$ cat config.mk
export PLATFORM = sky130hd
export DESIGN_NAME = hazard_fwd_ctrl
export DESIGN_NICKNAME = d
export VERILOG_FILES = /design/src/rtl/mips_pkg.sv /design/src/rtl/fwd_match.sv /design/src/rtl/hazard_fwd_ctrl.sv
export SDC_FILE = /design/constraint.sdc
export NUM_CORES = 1
export LEC_CHECK = 0
export ABC_CLOCK_PERIOD_IN_PS = 4800
export BUFFER_PORTS_ARGS = -buffer_cell sky130_fd_sc_hd__buf_2
export CAP_MARGIN = 20
export CORE_ASPECT_RATIO = 1.4
export CORE_MARGIN = 3
export CORE_UTILIZATION = 55
export CTS_CLUSTER_DIAMETER = 200
export DETAILED_ROUTE_END_ITERATION = 12
export GPL_ROUTABILITY_DRIVEN = 0
export GPL_TIMING_DRIVEN = 0
export PLACE_DENSITY = 0.83
export SYNTH_ARGS = -nofsm -noshare
export SYNTH_HDL_FRONTEND = slang
export SYNTH_SLANG_ARGS = --single-unit
$ cat constraint.sdc
create_clock -name clk -period 4.8 [get_ports clk]
set_input_delay 1.44 -clock clk [delete_from_list [all_inputs] [get_ports clk]]
set_output_delay 1.44 -clock clk [all_outputs]
set_load 0.01 [all_outputs]
$ cat src/rtl/mips_pkg.sv
// Shared definitions for the pipeline hazard / forwarding control slice.
// Holds the operand-mux select codes, result-kind codes, the "operand unused"
// tuse marker, the per-stage producer record and small record helpers.
package mips_pkg;

    typedef enum logic [2:0] {
        SEL_RF    = 3'd0,
        SEL_E_PC8 = 3'd1,
        SEL_M_ALU = 3'd2,
        SEL_M_PC8 = 3'd3,
        SEL_W     = 3'd4
    } sel_e;

    typedef enum logic [1:0] {
        KIND_NONE = 2'd0,
        KIND_ALU  = 2'd1,
        KIND_MEM  = 2'd2,
        KIND_PC8  = 2'd3
    } kind_e;

    localparam logic [1:0] TUSE_NONE = 2'd3;

    typedef struct packed {
        logic [4:0] a3;
        logic [1:0] tnew;
        kind_e      kind;
    } stage_rec_t;

    // A record produces register rn when it writes a non-zero register with a real result.
    function automatic logic rec_match(input stage_rec_t r, input logic [4:0] rn);
        return (r.a3 == rn) && (r.a3 != 5'd0) && (r.kind != KIND_NONE);
    endfunction

    // Record as it appears one stage later: one cycle closer to its result.
    function automatic stage_rec_t rec_advance(input stage_rec_t r);
        stage_rec_t n;
        n = r;
        if (r.tnew != 2'd0) begin
            n.tnew = r.tnew - 2'd1;
        end
        return n;
    endfunction

    // Producer result arrives after the consumer needs it.
    function automatic logic too_late(input logic [1:0] tnew, input logic [1:0] tuse);
        return (tuse != TUSE_NONE) && (tnew > tuse);
    endfunction

endpackage

$ cat src/rtl/fwd_match.sv
// Per-operand hazard resolution: finds the youngest E/M/W producer of one
// source register and returns the operand-mux select and a stall request.
// Forwarding is built only with HAZARD_FWD_EN defined; otherwise any pending
// producer of the register stalls and the operand always comes from the RF.
module fwd_match
    import mips_pkg::*;
(
    input  stage_rec_t  e_rec,
    input  stage_rec_t  m_rec,
    input  stage_rec_t  w_rec,
    input  logic [4:0]  rn,
    input  logic [1:0]  tuse,
    output logic [2:0]  sel,
    output logic        stall_req
);

    logic e_hit;
    logic m_hit;
    logic w_hit;

    assign e_hit = rec_match(e_rec, rn);
    assign m_hit = rec_match(m_rec, rn);
    assign w_hit = rec_match(w_rec, rn);

`ifdef HAZARD_FWD_EN
    // Youngest match decides alone: if it is late we stall, an older ready copy is ignored.
    always_comb begin
        sel       = SEL_RF;
        stall_req = 1'b0;
        if (e_hit) begin
            if (too_late(e_rec.tnew, tuse)) begin
                stall_req = 1'b1;
            end else if (e_rec.tnew == 2'd0 && e_rec.kind == KIND_PC8) begin
                sel = SEL_E_PC8;
            end
        end else if (m_hit) begin
            if (too_late(m_rec.tnew, tuse)) begin
                stall_req = 1'b1;
            end else if (m_rec.tnew == 2'd0) begin
                if (m_rec.kind == KIND_ALU) begin
                    sel = SEL_M_ALU;
                end else if (m_rec.kind == KIND_PC8) begin
                    sel = SEL_M_PC8;
                end
            end
        end else if (w_hit) begin
            if (too_late(w_rec.tnew, tuse)) begin
                stall_req = 1'b1;
            end else begin
                sel = SEL_W;
            end
        end
    end
`else
    // Without forwarding any in-flight producer of the register holds the consumer in D.
    always_comb begin
        sel       = SEL_RF;
        stall_req = e_hit | m_hit | w_hit;
    end

    logic unused_timing;
    assign unused_timing = ^{tuse, e_rec.tnew, m_rec.tnew, w_rec.tnew};
`endif

endmodule

$ cat src/rtl/hazard_fwd_ctrl.sv
// Hazard and forwarding controller for a 5-stage MIPS-style pipeline.
// Tracks the E/M/W producer records, resolves rs and rt independently through
// one fwd_match each, and counts stalled cycles (saturating).
// Optional forwarding is selected with the HAZARD_FWD_EN macro.
module hazard_fwd_ctrl
    import mips_pkg::*;
#(
    parameter int unsigned STALL_CNT_W = 16
) (
    input  logic                   clk,
    input  logic                   reset,
    input  logic [4:0]             d_rs,
    input  logic [4:0]             d_rt,
    input  logic [1:0]             d_tuse_rs,
    input  logic [1:0]             d_tuse_rt,
    input  logic [4:0]             d_a3,
    input  logic [1:0]             d_tnew,
    input  logic [1:0]             d_kind,
    output logic [2:0]             fwd_rs_sel,
    output logic [2:0]             fwd_rt_sel,
    output logic                   stall,
    output logic [STALL_CNT_W-1:0] stall_cnt
);

    stage_rec_t e_rec;
    stage_rec_t m_rec;
    stage_rec_t w_rec;
    stage_rec_t d_rec;

    logic stall_rs;
    logic stall_rt;

    assign d_rec = '{a3: d_a3, tnew: d_tnew, kind: kind_e'(d_kind)};

    fwd_match u_fwd_rs (
        .e_rec     (e_rec),
        .m_rec     (m_rec),
        .w_rec     (w_rec),
        .rn        (d_rs),
        .tuse      (d_tuse_rs),
        .sel       (fwd_rs_sel),
        .stall_req (stall_rs)
    );

    fwd_match u_fwd_rt (
        .e_rec     (e_rec),
        .m_rec     (m_rec),
        .w_rec     (w_rec),
        .rn        (d_rt),
        .tuse      (d_tuse_rt),
        .sel       (fwd_rt_sel),
        .stall_req (stall_rt)
    );

    assign stall = stall_rs | stall_rt;

    // Advance producer records; a stall injects a bubble into E and leaves D uncaptured.
    always_ff @(posedge clk or posedge reset) begin
        if (reset) begin
            e_rec <= '0;
            m_rec <= '0;
            w_rec <= '0;
        end else begin
            e_rec <= stall ? stage_rec_t'('0) : d_rec;
            m_rec <= rec_advance(e_rec);
            w_rec <= rec_advance(m_rec);
        end
    end

    // Count stalled cycles, holding at all-ones.
    always_ff @(posedge clk or posedge reset) begin
        if (reset) begin
            stall_cnt <= '0;
        end else if (stall && stall_cnt != '1) begin
            stall_cnt <= stall_cnt + 1'b1;
        end
    end

endmodule

==> out/qor.txt, run 1 <==
===============================================================================
Leak pwr                                                             0.00105 uW
Cell type with the highest occurrence count on the critical path          buf_2
Max frequency                                                         0.232 GHz
Number of top-level pins                                                     48
Final setup TNS                                                            0 ns
Total routing resource utilization after global routing                   21.3%
Number of different library cells in the post-synthesis netlist              25
Final period util                                                         89.8%
Effective utilization at floorplan                                        59.7%
Fin. Hold Viols                                                               0
Share of Yosys cell area claimed by the top area cell type                51.9%
Worst hold margin                                                      0.375 ns
Iteration-0 DRC Markers                                                      49
Filler Cells Inserted                                                       224
Outcome                                                            complete, no violations
Top cell family by delay on the critical path                      buffers and inverters
Vias in the first global route                                             1372
Post-cts repair resize count                                                  0
Proportion of synthesized chip area in sequential cells                   51.9%
N_diodes                                                                      0
Detailed-route DRC error count                                                0
Slowest-stage cell, CP                                                 a222oi_1
Post-CTS setup buffer count                                                   0
Power per Cell Area                                                 397 nW/um^2
Number of vias after detailed routing                                      1322
Number of nets at the end of the flow                                       235
Critical path type                                                 input pin to primary output
Number of cells produced by synthesis                                       159
Via density per instance                                                   5.35
Max Transition Viols Final                                                    0
Total of max-cap violations                                                   0
Classification of the worst-slack hold path                        flip-flop to flip-flop
Transition time of the tightest slew-check pin                         0.683 ns
Sinks on the clock net                                                       37
Fraction of layout cells with a size suffix above 1                       25.2%
Maximum fanout along the worst path                                          10
Global-route wire length before repair                                  6010 um
Clock Pin Slew Worst Setup and Hold Paths                               0.07 ns
Critical path buffers and inverters                                           4
CTS Hold Buffers Added                                                        0
Per-cell routed wire length                                             15.2 um
Total setup violations reported at the end of the flow                        0
Clock tree from TritonCTS                                                   yes
Worst stage delay on the critical path                                  0.41 ns
Area added between synthesis and finish                                   20.2%
Initial DRT Pass Iterations                                                   4
Synthesized area per cell                                             11.2 um^2
Highest ir drop seen on vdd                                          0.000335 V
Critical path data arrival time                                         2.87 ns
Ordered list of cells on the worst path                            buf_2, xnor2_1, nand3_1, o22ai_1, a222oi_1, clkbuf_1, inv_1, buf_2
Worst-skew pair later-pin latency                                       0.29 ns
Core ar.                                                              2990 um^2
Post-synthesis sequential element count                                      37
Min cycle time layout                                                   4.31 ns
Summed instance area of the synthesized netlist                       1790 um^2
Height of the die                                                       73.4 um
Clock root buffer master                                               clkbuf_8
PortBufs                                                                     35
Post-synthesis cell type with the largest combined area                 dfrtp_1
Die span in x                                                           54.2 um
Initial antenna violation count                                               0
RSZ-0062 raised after global routing                                      false
Type of element capturing the critical path                        primary output
Clock buffer count from CTS                                                   5
HPWL after detailed placement                                           2760 um
Residual overflow from global routing                                         0
Die ar.                                                               3980 um^2
CTS H-Tree Depth                                                              2
Residual antenna-violating net count after detailed routing                   0
Worst Path Required                                                     3.36 ns
Pin count of the biggest net entering global routing                         25
Sort of element at the start of the critical path                     input pin
Clock skew                                                           0.00474 ns
Max_slew headroom                                                         54.1%
Largest cells by area after synthesis                              dfrtp_1 (52%), xnor2_1 (15%), xor2_1 (6.4%), nand3_1 (3.1%), buf_4 (2.9%)
Routed wire length                                                      3750 um
Placement Rows                                                               23
Maximum number of buffers from clock root to sink                             2
Total of warnings raised by yosys                                             0
===============================================================================
cell usage after synthesis, drive strengths merged:
| master | count |
|---|---|
| xor2 | 13 |
| ha | 1 |
| nor3 | 8 |
| conb | 1 |
| a222oi | 1 |
| nand2b | 1 |
| nor2 | 1 |
| and4 | 1 |
| nor4 | 2 |
| and3 | 4 |
| xnor2 | 30 |
| nand4 | 1 |
| inv | 3 |
| clkbuf | 1 |
| nand3b | 1 |
| o22ai | 3 |
| nand2 | 11 |
| mux2 | 3 |
| or4 | 3 |
| dfrtp | 37 |
| nand3 | 11 |
| o22a | 3 |
| and2 | 7 |
| nor3b | 5 |
| buf | 7 |
worst paths after layout:
check / end / from / cells past startpoint / slack (ns)
worst max-delay path: stall / d_rt[4] / 8 / 0.49
worst min-delay path: m_rec[1] / e_rec[1] / 0 / 0.38
worst max register to register: stall_cnt[7] / stall_cnt[0] / 8 / 2.37
worst min register to register: m_rec[1] / e_rec[1] / 0 / 0.38
max in group asynchronous: stall_cnt[2] / reset / 3 / 3.05
min in group asynchronous: m_rec[4] / reset / 2 / 1.22
placed cells by master (no fill, tap or decap), drive strengths merged, types with 4 or more instances in the layout:
cell and count:
nand3 11, and2 7, nand2 11, buf 45
dfrtp 37, conb 6, xor2 13, xnor2 30
and3 4, nor3 8, nor3b 5, clkbuf 9
report_power, final:
group          leakage, uW  switching (uW)  internal [uW]
combinational     0.000539             103            117
sequential        0.000467            61.3            368
clock            0.0000395             100            103
total              0.00105             264            589
stage by stage:
step	power (uW)	setup WS (ns)	cells	cell area (um^2)	util, %
2_1_floorplan	574	0.785	164	1800	-
3_3_place_gp	635	0.184	236	2030	67.7
3_5_place_dp	650	0.167	238	2060	68.8
4_1_cts	859	0.171	246	2140	71.4
5_1_grt	908	0.360	247	2150	71.7
6_report	853	0.492	247	2150	71.7
cell type report:
cell class                 instances  area (um^2)  area share (%)
clock buffer                       8         80.1            3.73
multi-input combinational        116          811            37.8
buffer                             8         56.3            2.62
sequential                        37          926            43.1
timing repair buffer              38          215            10.0
inverter                           3         11.3           0.525
tap                               37         46.3            2.16
per-layer routing:
metal  global-route usage (%)  part of all wire [%]  wire, um  vias to the layer above
met5                        0                     0         0                        -
met4                     13.3                   2.5        93                        0
met3                     6.29                   5.2       194                        8
met2                     34.8                    54      2010                       41
met1                     23.5                    39      1460                      643
li1                         -                     -         -                      630
state kept, by name, indices dropped and copies added (netlist names):
name,cells
w_rec,7
stall_cnt,16
m_rec,7
e_rec,7
kinds of logic after synthesis:
logic type	count (synthesis)	synth area share (%)
AND/OR/NAND/NOR	56	17.4
XOR/XNOR	43	21.1
flip-flops	37	51.9
buffers and inverters	11	3.78
AO/OA/AOI/OAI	7	3.08
multiplexers	3	1.89
adder cells (fa/ha/maj)	1	0.701
other	1	0.210
Power figures use the tool's default switching activity.
==> run 2, diff against run 1 <==
--- a/config.mk
+++ b/config.mk
@@ -5,6 +5,7 @@
 export SDC_FILE = /design/constraint.sdc
 export NUM_CORES = 1
 export LEC_CHECK = 0
+export ABC_AREA = 1
 export ABC_CLOCK_PERIOD_IN_PS = 4800
 export BUFFER_PORTS_ARGS = -buffer_cell sky130_fd_sc_hd__buf_2
 export CAP_MARGIN = 20
@@ -15,7 +16,7 @@
 export DETAILED_ROUTE_END_ITERATION = 12
 export GPL_ROUTABILITY_DRIVEN = 0
 export GPL_TIMING_DRIVEN = 0
-export PLACE_DENSITY = 0.83
+export PLACE_DENSITY = 0.81
 export SYNTH_ARGS = -nofsm -noshare
 export SYNTH_HDL_FRONTEND = slang
 export SYNTH_SLANG_ARGS = --single-unit
==> run 2 against run 1 <==
Against the previous run:
- clock skew barely moved
- worst hold slack improved by 0.0022 ns
- count of clock-buffer cells in the layout down 1
- register-to-register slack better by 0.63 ns
- highest routed layer unchanged
==> out/qor.txt, run 2 <==
====================================================================================
Outcome                                                                 complete, no violations   unchanged
Top cell family by delay on the critical path                           buffers and inverters   unchanged
Beginning of the worst register-to-register path                        stall_cnt[0]   unchanged
Hold wc startpoint                                                          e_rec[0]   was e_rec[1]
Met3 global-route usage                                                        4.29%   was 6.29%
Worst stage delay on the critical path                                       0.25 ns   was 0.41 ns
Critical path data arrival time                                              2.67 ns   was 2.87 ns
Via density per instance                                                        4.86   was 5.35
Critical path origin                                                         d_rt[1]   was d_rt[4]
Number of cells produced by synthesis                                            308   was 159
Post-synthesis mux area share                                                     0%   was 1.89%
Min cycle time layout                                                        4.11 ns   was 4.31 ns
Cell count after placement                                                       391   was 238
Sinks on the clock net                                                            37   unchanged
Height of the die                                                            80.9 um   was 73.4 um
HPWL after detailed placement                                                3700 um   was 2760 um
Fraction of layout cells with a size suffix above 1                            18.8%   was 25.2%
Post-CTS setup buffer count                                                        0   unchanged
Post-route design area                                                     2590 um^2   was 2150 um^2
Post-synthesis cell type with the largest combined area                      dfrtp_1   unchanged
Cell-internal power                                                           640 uW   was 589 uW
GR Layer Usage met2                                                            41.4%   was 34.8%
Share of Yosys cell area claimed by the top area cell type                     42.0%   was 51.9%
Residual antenna-violating net count after detailed routing                        0   unchanged
Compound-cell area share of the yosys netlist                                  1.19%   was 3.08%
Met1 Track Usage GR                                                            21.2%   was 23.5%
Number of different library cells in the post-synthesis netlist                   26   was 25
Worst-skew pair later-pin latency                                            0.29 ns   about the same
Effective utilization at floorplan                                             58.9%   was 59.7%
Xor and xnor fraction of the mapped netlist area                               7.95%   was 21.1%
Total of warnings raised by yosys                                                  0   unchanged
Adder-cell share of the synthesized area                                      0.568%   was 0.701%
Register name with the most flops                                          stall_cnt   unchanged
Placement Rows                                                                    26   was 23
Sort of element at the start of the critical path                          input pin   unchanged
Most common cell after layout, fill and taps aside                           nand2_1   was dfrtp_1
Maximum number of buffers from clock root to sink                                  2   unchanged
CTS H-Tree Depth                                                                   2   unchanged
Initial DRT Pass Iterations                                                        4   unchanged
Critical path buffers and inverters                                                4   unchanged
Ordered list of cells on the worst path                                 buf_2, inv_2, nand2_1, a21oi_1, nand3_1, nand2_1, nand2_1, nand3_2, buf_2, buf_2   was buf_2, xnor2_1, nand3_1, o22ai_1, a222oi_1, clkbuf_1, inv_1, buf_2
RSZ-0062 raised after global routing                                           false   unchanged
Post-cts repair resize count                                                       0   unchanged
Max_slew headroom                                                              53.7%   was 54.1%
Max Transition Viols Final                                                         0   unchanged
Area added between synthesis and finish                                        17.7%   was 20.2%
Pin count of the biggest net entering global routing                              24   was 25
Leak pwr                                                                  0.00148 uW   was 0.00105 uW
Proportion of synthesized flip-flops having asynchronous set or reset           100%   unchanged
Clock skew                                                                0.00520 ns   was 0.00474 ns
Highest ir drop seen on vdd                                               0.000390 V   was 0.000335 V
Clock Pin Slew Worst Setup and Hold Paths                                    0.07 ns   about the same
NetSw                                                                         326 uW   was 264 uW
Share of total power consumed by net switching                                 33.8%   was 31.0%
PortBufs                                                                          35   unchanged
Predominant post-synthesis flop cell                                         dfrtp_1   unchanged
Vias in the first global route                                                  1872   was 1372
Clock root buffer master                                                    clkbuf_8   unchanged
Critical path type                                                      input pin to primary output   unchanged
Top post-synthesis cells by count                                       nand2_1 (114), inv_1 (38), dfrtp_1 (37)   was dfrtp_1 (37), xnor2_1 (30), xor2_1 (13)
Type of element capturing the critical path                             primary output   unchanged
Fin. Hold Viols                                                                    0   unchanged
Core ar.                                                                   3740 um^2   was 2990 um^2
Post-synthesis sequential element count                                           37   unchanged
Total of max-cap violations                                                        0   unchanged
Power per Cell Area                                                      373 nW/um^2   was 397 nW/um^2
Clock share of power                                                           28.9%   was 23.8%
Number of nets at the end of the flow                                            382   was 235
Synthesized area per cell                                                  7.15 um^2   was 11.2 um^2
Per-cell routed wire length                                                  11.9 um   was 15.2 um
Max frequency                                                              0.244 GHz   was 0.232 GHz
Summed instance area of the synthesized netlist                            2200 um^2   was 1790 um^2
Total setup violations reported at the end of the flow                             0   unchanged
Classification of the worst-slack hold path                             flip-flop to flip-flop   unchanged
Final setup TNS                                                                 0 ns   unchanged
Power consumption                                                             966 uW   was 853 uW
Placed Instance Area                                                       2480 um^2   was 2060 um^2
Number of vias after detailed routing                                           1938   was 1322
Residual overflow from global routing                                              0   unchanged
Max FFs per register                                                              16   unchanged
Proportion of synthesized chip area in sequential cells                        42.0%   was 51.9%
Clock buffer count from CTS                                                        5   unchanged
Iteration-0 DRC Markers                                                           47   was 49
Most used standard cell by instance count after synthesis                    nand2_1   was dfrtp_1
EDFF count, synth                                                                  0   unchanged
Cell Count, Final, Fillers Out                                                   399   was 247
Final period util                                                              85.5%   was 89.8%
Gate power share                                                               27.3%   was 25.8%
Maximum fanout along the worst path                                               10   unchanged
Simple-gate portion of the synthesized area                                    37.0%   was 17.4%
N_diodes                                                                           0   unchanged
Routed wire length                                                           4760 um   was 3750 um
Worst hold margin                                                           0.377 ns   was 0.375 ns
CTS Hold Buffers Added                                                             0   unchanged
Global-route wire length before repair                                       7690 um   was 6010 um
Die ar.                                                                    4810 um^2   was 3980 um^2
Largest family of logic cells by synthesized area                       simple AND/OR/NAND/NOR gates   was XOR/XNOR gates
Global routing's busiest layer                                                  met2   unchanged
Largest cells by area after synthesis                                   dfrtp_1 (42%), nand2_1 (19%), nand3_1 (6.8%), inv_1 (6.5%), nor2_1 (5.1%)   was dfrtp_1 (52%), xnor2_1 (15%), xor2_1 (6.4%), nand3_1 (3.1%), buf_4 (2.9%)
Clock tree from TritonCTS                                                        yes   unchanged
Transition time of the tightest slew-check pin                              0.693 ns   was 0.683 ns
Initial antenna violation count                                                    0   unchanged
Number of top-level pins                                                          48   unchanged
Slowest-stage cell, CP                                                         buf_2   was a222oi_1
Top library cells by usage in the layout, fill and taps aside           nand2_1 (114), inv_1 (38), buf_2 (37), dfrtp_1 (37)   was dfrtp_1 (37), buf_2 (36), xnor2_1 (30)
Total routing resource utilization after global routing                        21.4%   was 21.3%
Worst Path Required                                                          3.36 ns   about the same
Detailed-route DRC error count                                                     0   unchanged
Share of power burned in registers                                             43.8%   was 50.4%
Die span in x                                                                59.5 um   was 54.2 um
====================================================================================
run 2: cell types whose count changed after synthesis, moves of 4 or more:
cell     previous run  this run
nand2_1            11       114
inv_1               3        38
nor2_1              1        30
xnor2_1            30        10
nand3_1            11        30
and2_1              7         0
inv_2               0         5
nor3_1              8         3
nor3b_1             5         0
and3_1              4         0
run 2: power by group through the flow:
stage               Sequential (uW)  Clock (uW)  Combinational [uW]
finish                          423         279                 264
floorplan                       424           0                 186
global placement                426           0                 255
detailed placement              428           0                 266
CTS                             422         285                 268
global route                    432         299                 299
run 2: logic make-up (layout without fill, tap and decap cells):
family                     after synthesis  after routing
adders and majority gates                1              1
buffers and inverters                   55             99
AOI/OAI and AO/OA                        5              5
other                                    1              6
xor gates and xnor gates                20             20
DFF                                     37             37
and+or+nand+nor                        189            189
run 2: final timing paths:
check | slack (ns) | cells past startpoint | endpoint
setup / recovery | 0.69 | 10 | stall
hold / removal | 0.38 | 0 | m_rec[0]
setup reg to reg | 3.00 | 9 | stall_cnt[5]
hold reg to reg | 0.38 | 0 | m_rec[0]
max in group asynchronous | 3.01 | 3 | w_rec[7]
min in group asynchronous | 1.25 | 2 | m_rec[4]
run 2: area by class of cell:
cell class	instances	area (um^2)
Clock inverter	1	30.0
Sequential cell	37	926
Timing Repair Buffer	36	203
Clock buffer	7	86.3
Buffer	10	73.8
Multi-Input combinational cell	221	1050
Fill cell	336	1150
Tap cell	42	52.6
Inverter	45	169
run 2: worst register-to-register path: cells and delay by family (launching register included):
family	cells	cell delay, ns
adders and majority gates	1	0.26
buffers and inverters	1	0.21
DFF	1	0.43
and+or+nand+nor	7	0.78
run 2: per-layer routing:
| metal | up-vias | part of all wire, % | routed length, um |
|---|---|---|---|
| li1 | 1017 | - | - |
| met5 | - | 0 | 0 |
| met3 | 8 | 3.2 | 153 |
| met4 | 0 | 1.5 | 72 |
| met1 | 871 | 40 | 1910 |
| met2 | 42 | 55 | 2620 |
run 2: through the flow:
step | utilization, % | worst slack [ns]
floorplan | - | 1.18
global placement | 65.5 | 0.701
detailed placement | 66.2 | 0.674
CTS | 69.3 | 0.675
global route | 69.3 | 0.518
finish | 69.3 | 0.694
==> run 3, diff against run 2 <==
--- a/config.mk
+++ b/config.mk
@@ -5,18 +5,17 @@
 export SDC_FILE = /design/constraint.sdc
 export NUM_CORES = 1
 export LEC_CHECK = 0
-export ABC_AREA = 1
 export ABC_CLOCK_PERIOD_IN_PS = 4800
 export BUFFER_PORTS_ARGS = -buffer_cell sky130_fd_sc_hd__buf_2
 export CAP_MARGIN = 20
 export CORE_ASPECT_RATIO = 1.4
-export CORE_MARGIN = 3
+export CORE_MARGIN = 10
 export CORE_UTILIZATION = 55
 export CTS_CLUSTER_DIAMETER = 200
 export DETAILED_ROUTE_END_ITERATION = 12
 export GPL_ROUTABILITY_DRIVEN = 0
 export GPL_TIMING_DRIVEN = 0
-export PLACE_DENSITY = 0.81
+export PLACE_DENSITY = 0.83
 export SYNTH_ARGS = -nofsm -noshare
 export SYNTH_HDL_FRONTEND = slang
 export SYNTH_SLANG_ARGS = --single-unit
==> run 3 against run 2 <==
Against the previous run:
- register-to-register slack got worse by 0.60 ns
- sequential cell count unchanged
- cell count decreased by 38%
- routed wire length decreased by 18%
- critical endpoint unchanged
- largest power group unchanged
==> out/qor.txt, run 3 (synthesis gave the netlist of run 1 again) <==
===============================================================================
Transition time of the tightest slew-check pin                         0.611 ns   was 0.693 ns
Number of top-level pins                                                     48   unchanged
Max frequency                                                         0.228 GHz   was 0.244 GHz
Leak pwr                                                             0.00106 uW   was 0.00148 uW
Final cell utilization of the core                                        69.5%   was 69.3%
Clock skew                                                           0.00294 ns   was 0.00520 ns
HPWL after detailed placement                                           3170 um   was 3700 um
Routed wire length                                                      3900 um   was 4760 um
Max_slew headroom                                                         59.2%   was 53.7%
N_diodes                                                                      0   unchanged
Number of vias after detailed routing                                      1314   was 1938
Placement Rows                                                               24   was 26
Pin count of the biggest net entering global routing                         25   was 24
Worst Path Required                                                     3.36 ns   about the same
Outcome                                                            complete, no violations   unchanged
Post-route design area                                                2170 um^2   was 2590 um^2
Register name with the most flops                                     stall_cnt   unchanged
Detailed-route DRC error count                                                0   unchanged
Min cycle time layout                                                   4.38 ns   was 4.11 ns
Top routing layer in use                                                   met4   unchanged
Top cell family by delay on the critical path                      buffers and inverters   unchanged
RSZ-0062 raised after global routing                                      false   unchanged
Placed Instance Area                                                  2060 um^2   was 2480 um^2
Number of cells on the worst hold path                                        0   unchanged
Type of element capturing the critical path                        primary output   unchanged
Critical path buffers and inverters                                           4   unchanged
Die span in x                                                           68.2 um   was 59.5 um
Total of max-cap violations                                                   0   unchanged
PortBufs                                                                     35   unchanged
Worst stage delay on the critical path                                  0.45 ns   was 0.25 ns
Ordered list of cells on the worst path                            buf_2, xnor2_1, nand3_1, o22ai_1, a222oi_1, clkbuf_1, inv_1, buf_2   was buf_2, inv_2, nand2_1, a21oi_1, nand3_1, nand2_1, nand2_1, nand3_2, buf_2, buf_2
Clock buffer count from CTS                                                   5   unchanged
Core ar.                                                              3120 um^2   was 3740 um^2
Sort of element at the start of the critical path                     input pin   unchanged
Fraction of layout cells with a size suffix above 1                       26.7%   was 18.8%
Final period util                                                         91.2%   was 85.5%
Worst hold margin                                                      0.383 ns   was 0.377 ns
Number of cells traversed by the worst register-to-register path              7   was 9
Maximum number of buffers from clock root to sink                             2   unchanged
Critical path data arrival time                                         2.94 ns   was 2.67 ns
Vias in the first global route                                             1425   was 1872
Clock root buffer master                                               clkbuf_8   unchanged
Top library cells by usage in the layout, fill and taps aside      dfrtp_1 (37), buf_2 (36), xnor2_1 (30)   was nand2_1 (114), inv_1 (38), buf_2 (37), dfrtp_1 (37)
Sinks on the clock net                                                       37   unchanged
Height of the die                                                       87.4 um   was 80.9 um
Met2 Wirelength                                                         2100 um   was 2620 um
Most common cell after layout, fill and taps aside                      dfrtp_1   was nand2_1
Highest ir drop seen on vdd                                          0.000297 V   was 0.000390 V
Area added between synthesis and finish                                   21.5%   was 17.7%
Cell type with the highest occurrence count on the critical path          buf_2
Residual antenna-violating net count after detailed routing                   0   unchanged
Fin. Hold Viols                                                               0   unchanged
Residual overflow from global routing                                         0   unchanged
Power per Cell Area                                                 407 nW/um^2   was 373 nW/um^2
Slowest-stage cell, CP                                                 a222oi_1   was buf_2
Per-cell routed wire length                                             15.7 um   was 11.9 um
Iteration-0 DRC Markers                                                      37   was 47
Classification of the worst-slack hold path                        flip-flop to flip-flop   unchanged
M1 WL                                                                   1450 um   was 1910 um
Met3 wire len                                                            309 um   was 153 um
Global-route wire length before repair                                  6640 um   was 7690 um
Max Transition Viols Final                                                    0   unchanged
Worst-skew pair later-pin latency                                       0.28 ns   was 0.29 ns
Max FFs per register                                                         16   unchanged
Die ar.                                                               5960 um^2   was 4810 um^2
Critical path type                                                 input pin to primary output   unchanged
Crit. path cell count                                                         8   was 10
Effective utilization at floorplan                                        57.2%   was 58.9%
CTS H-Tree Depth                                                              2   unchanged
Initial antenna violation count                                               0   unchanged
Number of nets at the end of the flow                                       235   was 382
Clock Pin Slew Worst Setup and Hold Paths                               0.07 ns   about the same
Clock tree from TritonCTS                                                   yes   unchanged
Initial DRT Pass Iterations                                                   4   unchanged
Maximum fanout along the worst path                                          10   unchanged
Via density per instance                                                   5.28   was 4.86
Final setup TNS                                                            0 ns   unchanged
Total routing resource utilization after global routing                   14.3%   was 21.4%
Total setup violations reported at the end of the flow                        0   unchanged
===============================================================================
-- run 3: per-layer routing --
layer,track usage (%),vias up
met5,0,-
li1,-,626
met1,15.0,645
met3,5.41,6
met2,24.8,37
met4,5.32,0
-- run 3: cell type report --
class	instances	area [um^2]
fillers	248	953
inverters	3	11.3
repair buffers	38	215
clock inverters	1	5.00
flip-flops and latches	37	926
plain buffers	8	56.3
well taps	39	48.8
multi-input cells	116	811
clock buffers	7	96.3
-- run 3: path summary, 6_finish.rpt --
| kind | start | end | slack [ns] |
|---|---|---|---|
| max | d_rt[1] | stall | 0.42 |
| max reg2reg | m_rec[5] | stall_cnt[8] | 2.40 |
| min | e_rec[0] | m_rec[0] | 0.38 |
| max in group asynchronous | reset | stall_cnt[0] | 3.06 |
| min in group asynchronous | reset | w_rec[5] | 1.22 |
| min reg2reg | e_rec[0] | m_rec[0] | 0.38 |
-- run 3: metrics by stage --
step | setup slack (ns) | power, uW | instances
2_1_floorplan | 0.785 | 574 | 164
3_3_place_gp | 0.159 | 636 | 238
3_5_place_dp | 0.0943 | 657 | 240
4_1_cts | 0.0964 | 891 | 248
5_1_grt | 0.323 | 940 | 249
6_report | 0.421 | 883 | 249
-- run 3: what timing repair did --
action                     CTS  global route
gates resized for setup      0             0
setup endpoints to repair    0             1
hold buffers                 0             0
buffers inserted             0             1
-- run 3: power breakdown --
part	switching (uW)	internal, uW	leakage [uW]
sequential	60.9	368	0.000467
combinational	105	118	0.000539
clock	101	130	0.0000542
total	267	616	0.00106
